### src/rtl/counter_pkg.sv
// Shared definitions for the edge accountant: default counter width, snapshot FSM
// encoding and the all-ones reference constant.
package counter_pkg;

  localparam int unsigned CNT_W_DEF = 16;
  localparam int unsigned ONES_W    = 64;

  localparam logic [ONES_W-1:0] ALL_ONES = '1;

  typedef enum logic {
    ST_IDLE  = 1'b0,
    ST_VALID = 1'b1
  } snap_st_e;

endpackage

### src/rtl/counter_sat_cnt.sv
// One event counter with clear, clear-and-load-one, and optional saturation at all-ones.
module counter_sat_cnt
  import counter_pkg::*;
#(
  parameter int unsigned W = CNT_W_DEF
) (
  input  logic         clk,
  input  logic         rst,
  input  logic         inc,
  input  logic         clr,
  input  logic         ld1,
  input  logic         sat_en,
  output logic [W-1:0] cnt,
  output logic         hit_max
);

  assign hit_max = (cnt == ALL_ONES[W-1:0]);

  // Clear takes priority; ld1 lets an edge in the clearing cycle survive as a count of one.
  always_ff @(posedge clk) begin
    if (rst) begin
      cnt <= '0;
    end else if (clr) begin
      cnt <= ld1 ? W'(1) : W'(0);
    end else if (inc && !(hit_max && sat_en)) begin
      cnt <= cnt + W'(1);
    end
  end

endmodule

### src/rtl/counter_edge_rx.sv
// Receive-side edge accountant: counts rising, falling and one-cycle-pulse events on the
// synchronized level and offers a frozen snapshot over a valid/ready handshake.
module counter_edge_rx
  import counter_pkg::*;
#(
  parameter int unsigned CNT_W       = CNT_W_DEF,
  parameter bit          SAT_EN      = 1'b1,
  parameter bit          CLR_ON_SNAP = 1'b0
) (
  input  logic             i_clk_dout,
  input  logic             i_rst_dout,
  input  logic             i_syn_din,
  input  logic             i_cnt_en,
  input  logic             i_clr,
  input  logic             i_snap_req,
  input  logic             i_snap_rdy,
  output logic             o_snap_vld,
  output logic [CNT_W-1:0] o_snap_pose,
  output logic [CNT_W-1:0] o_snap_nege,
  output logic [CNT_W-1:0] o_snap_short,
  output logic [CNT_W-1:0] o_pose_cnt,
  output logic [CNT_W-1:0] o_nege_cnt,
  output logic [CNT_W-1:0] o_short_cnt,
  output logic             o_ovf
);

  logic     r_d1, r_d2;
  logic     rise, fall, short_pulse;
  logic     inc_pose, inc_nege, inc_short;
  logic     max_pose, max_nege, max_short;
  logic     cnt_clr, ovf_hit;
  logic     capture_c;
  snap_st_e state, state_nxt;

  assign rise        = i_syn_din & ~r_d1;
  assign fall        = ~i_syn_din & r_d1;
  assign short_pulse = fall & r_d1 & ~r_d2;

  assign inc_pose  = rise & i_cnt_en;
  assign inc_nege  = fall & i_cnt_en;
  assign inc_short = short_pulse & i_cnt_en;

  // An external clear discards same-cycle edges; a snapshot clear keeps them as a count of one.
  assign cnt_clr = i_clr | (capture_c & CLR_ON_SNAP);
  assign ovf_hit = (inc_pose & max_pose) | (inc_nege & max_nege) | (inc_short & max_short);

  always_comb begin
    state_nxt = state;
    capture_c = 1'b0;
    case (state)
      ST_IDLE: begin
        if (i_snap_req) begin
          capture_c = 1'b1;
          state_nxt = ST_VALID;
        end
      end
      ST_VALID: begin
        if (i_snap_rdy) state_nxt = ST_IDLE;
      end
      default: state_nxt = ST_IDLE;
    endcase
  end

  always_ff @(posedge i_clk_dout) begin
    if (i_rst_dout) begin
      state        <= ST_IDLE;
      r_d1         <= 1'b0;
      r_d2         <= 1'b0;
      o_ovf        <= 1'b0;
      o_snap_pose  <= '0;
      o_snap_nege  <= '0;
      o_snap_short <= '0;
    end else begin
      state <= state_nxt;
      r_d1  <= i_syn_din;
      r_d2  <= r_d1;
      if (cnt_clr)      o_ovf <= 1'b0;
      else if (ovf_hit) o_ovf <= 1'b1;
      if (capture_c) begin
        o_snap_pose  <= o_pose_cnt;
        o_snap_nege  <= o_nege_cnt;
        o_snap_short <= o_short_cnt;
      end
    end
  end

  assign o_snap_vld = (state == ST_VALID);

  counter_sat_cnt #(.W(CNT_W)) u_pose (
    .clk(i_clk_dout), .rst(i_rst_dout), .inc(inc_pose), .clr(cnt_clr),
    .ld1(inc_pose & ~i_clr), .sat_en(SAT_EN), .cnt(o_pose_cnt), .hit_max(max_pose)
  );

  counter_sat_cnt #(.W(CNT_W)) u_nege (
    .clk(i_clk_dout), .rst(i_rst_dout), .inc(inc_nege), .clr(cnt_clr),
    .ld1(inc_nege & ~i_clr), .sat_en(SAT_EN), .cnt(o_nege_cnt), .hit_max(max_nege)
  );

  counter_sat_cnt #(.W(CNT_W)) u_short (
    .clk(i_clk_dout), .rst(i_rst_dout), .inc(inc_short), .clr(cnt_clr),
    .ld1(inc_short & ~i_clr), .sat_en(SAT_EN), .cnt(o_short_cnt), .hit_max(max_short)
  );

endmodule

### config.mk
export PLATFORM = sky130hd
export DESIGN_NAME = counter_edge_rx
export DESIGN_NICKNAME = d
export VERILOG_FILES = /design/src/rtl/counter_pkg.sv /design/src/rtl/counter_sat_cnt.sv /design/src/rtl/counter_edge_rx.sv
export SDC_FILE = /design/constraint.sdc
export NUM_CORES = 1
export LEC_CHECK = 0
export CAP_MARGIN = 25
export CORE_UTILIZATION = 40
export CTS_CLUSTER_DIAMETER = 40
export DETAILED_ROUTE_END_ITERATION = 6
export PLACE_DENSITY_LB_ADDON = 0.15
export SYNTH_ARGS = -nofsm -noshare
export SYNTH_HDL_FRONTEND = slang
export SYNTH_SLANG_ARGS = --single-unit
### constraint.sdc
create_clock -name i_clk_dout -period 1.9 [get_ports i_clk_dout]
set_clock_uncertainty 0.05 [all_clocks]
set_input_delay 0.475 -clock i_clk_dout [delete_from_list [all_inputs] [get_ports i_clk_dout]]
set_output_delay 0.475 -clock i_clk_dout [all_outputs]
set_load 0.05 [all_outputs]
==> results.json <==
{
  "htreeDepth": 3,
  "cap_violations": 0,
  "totalWireLength_mm": 11.9,
  "yosys.area.top_type": "dfxtp_1",
  "vias": 4402,
  "die_area_um2": 11200,
  "slowest_delay_ps": 450,
  "initialDrtViolationCount": 299,
  "status": "complete, no violations",
  "synth_flop_cell": "dfxtp_1",
  "fp-row-count": 37,
  "synth-async-reset-ratio": 0,
  "synth_xor_area_frac": 0.00202,
  "first_pass_iters": 4,
  "antenna_found_initial": 0,
  "area_delta_synth_final_pct": 38.6,
  "power.switching_uw": 895,
  "yosys.cell_types.count": 49,
  "clock.fmax_mhz": 573,
  "ys_top_cells_by_area": "dfxtp_1 46%, nand2_1 11%, a21oi_1 8.7%",
  "chipHeight_um": 106,
  "vdd_drop_max_mv": 0.299,
  "postRouteAntennaNets": 0,
  "yosysTopAreaCellShare": 0.462,
  "antenna_cells": 0,
  "overflow": 0,
  "avgSynthCellArea_um2": 8.29,
  "dp_hpwl_mm": 8.59,
  "synthCells": 522,
  "cts.sinks": 100,
  "cp_common_cell": "and4_1",
  "place_ws_ps": -396,
  "fin_util": 0.576,
  "synth_seq_area_share": 0.462,
  "grt_use_total": 0.217,
  "power_frac_seq": 0.595,
  "start_kind": "flop",
  "clkTransAtPathRegs_ps": 90,
  "clkPwrFrac": 0.349,
  "grt_first_pass_wirelength_mm": 19.9,
  "worstSetupStartpoint": "u_nege.cnt[12]",
  "cpMaxStageDelayCell": "and4_1",
  "hold_path_class": "primary input to flop",
  "finalHoldViolCount": 0,
  "setup_viol": 0,
  "synthAdderAreaFrac": 0.00867,
  "fillCellCount": 952,
  "yosysWarnings": 0,
  "worstPathRequired_ps": 2130,
  "rsz0062_at_grt": "false",
  "drv_slew": 0,
  "fin_ws_ps": 154,
  "ys_ff_latch": 100,
  "post-route-period-util": 0.919,
  "seq_area_um2": 2020,
  "synth_compound_area_frac": 0.195,
  "drive_gt1_frac": 0.310,
  "critPathArrivalTime_ps": 1970,
  "max_slew.worst_pin.slew_ps": 425,
  "post_drt_wl_per_cell_um": 14.9,
  "period_needed_ps": 1750,
  "critical_path.cell_chain": "and4_1 > and4_1 > a21oi_1 > a311oi_1",
  "worst-path-buf-inv": 0,
  "multiInputGateArea_um2": 2240,
  "core_um2": 10400,
  "clk_path_buf_depth": 2,
  "ios": 105,
  "crit_path_end_kind": "flop",
  "worst_slew_margin_rel": 0.716,
  "cts_root_buffer": "clkbuf_8",
  "critPathKind": "flop to flop",
  "p_int_uw": 2650,
  "synth_top_family_by_area": "simple AND/OR/NAND/NOR gates",
  "start_util": 0.416,
  "path_delay_family": "simple AND/OR/NAND/NOR gates",
  "power.density_nw_per_um2": 590,
  "leakage_uw": 0.00234,
  "yosys.area_share.simple": 0.281,
  "place_congestion": 0.864,
  "swShare": 0.253,
  "mappedNetlistArea_um2": 4330,
  "cts_made_buffers": 9,
  "r2r_start": "u_nege.cnt[12]",
  "cts_tree": "done",
  "crit_path_max_fanout": 10,
  "synth_fp_nets": 532,
  "synth_edf_count": 0,
  "portBuffers": 104,
  "grt_pass1_vias": 4136,
  "min_from": "i_syn_din",
  "routed_via_density": 5.52,
  "synthMuxAreaShare": 0.0139,
  "clock_latency_ps": 370,
  "die_w_um": 106,
  "grt_max_degree": 50,
  "drc": 0,
  "fin_nets": 668,
  "power_frac_comb": 0.056
}
-- layout by cell type (no fill, tap or decap), drive strengths merged, types with 11 or more instances in the layout --
cell,instances
a21oi,75
nor2,14
nand3,17
or4,13
dfxtp,100
nand4,11
nand2,125
buf,152
o31ai,14
or3,13
-- metal layers --
metal	vias to the layer above	track usage	wire (um)
li1	2178	-	-
met1	2091	0.287	5370
met2	121	0.357	5780
met3	12	0.0349	596
met4	0	0.0754	133
met5	-	0	0
-- cells by family (layout without fill, tap and decap cells) --
kind of cell             count (synthesis)  count (layout)
buffers and inverters                   39             178
XOR/XNOR                                 1               1
AO/OA/AOI/OAI                          136             136
flip-flops                             100             100
AND/OR/NAND/NOR                        237             238
adder cells (fa/ha/maj)                  3               3
multiplexers                             6               6
-- final timing paths --
kind / to / slack, ps / depth (start not counted)
min reg2reg: o_snap_short[5] / 410 / 2
min: r_d1 / 390 / 2
max reg2reg: u_nege.cnt[7] / 150 / 4
max: u_nege.cnt[7] / 150 / 4
-- Yosys cell counts, types with 7 or more instances --
cell,number
buf_2,7
nand4_1,7
or3_1,13
nand2_1,125
or4_1,13
o21ai_0,8
a31oi_1,7
nand3_1,17
nor2_1,14
and3_1,8
dfxtp_1,100
and4_1,10
clkbuf_1,22
o31ai_1,14
a21oi_1,75
-- metrics by stage --
stage                     TNS (ps)  std cells  hold WS [ps]  total power (uW)  area, um2
after floorplan              -44.5        522           455              2260       4350
after global placement       -9240        781           393              2350       5750
after detailed placement    -10400        781           398              2360       5750
after CTS                        0        796           413              3580       5920
after global routing             0        798           398              3700       6000
final                            0        798           394              3540       6000
-- final cells by class --
class / instances / share of cell area
clock buffers: 10 / 0.0213
flip-flops and latches: 100 / 0.337
multi-input cells: 384 / 0.374
well taps: 136 / 0.0284
clock inverters: 5 / 0.00647
inverters: 6 / 0.00375
repair buffers: 157 / 0.229
-- state kept, by name, summed over array words and instances (netlist names) --
signal and flops:
o_snap_nege 16, o_snap_pose 16, o_snap_short 16, u_nege.cnt 16, u_pose.cnt 16, u_short.cnt 16
o_ovf 1, o_snap_vld 1, r_d1 1, r_d2 1
-- repair_timing --
action / in CTS / in global routing
resized for setup: 1 / 13
setup endpoints to repair: 2 / 25
gates cloned: 0 / 1
pin swaps: 0 / 1
hold buffers: 0 / 0
endpoints found under the hold margin: 0 / 0
setup buffers: 0 / 1
-- power by group through the flow --
stage                     combinational [uW]  sequential, uW  clock (uW)
after global routing                     218            2110        1370
final                                    199            2110        1240
after CTS                                199            2110        1270
after global placement                   197            2160           0
after detailed placement                 199            2160           0
after floorplan                         95.1            2170           0
(Power assumes the default switching activity.)
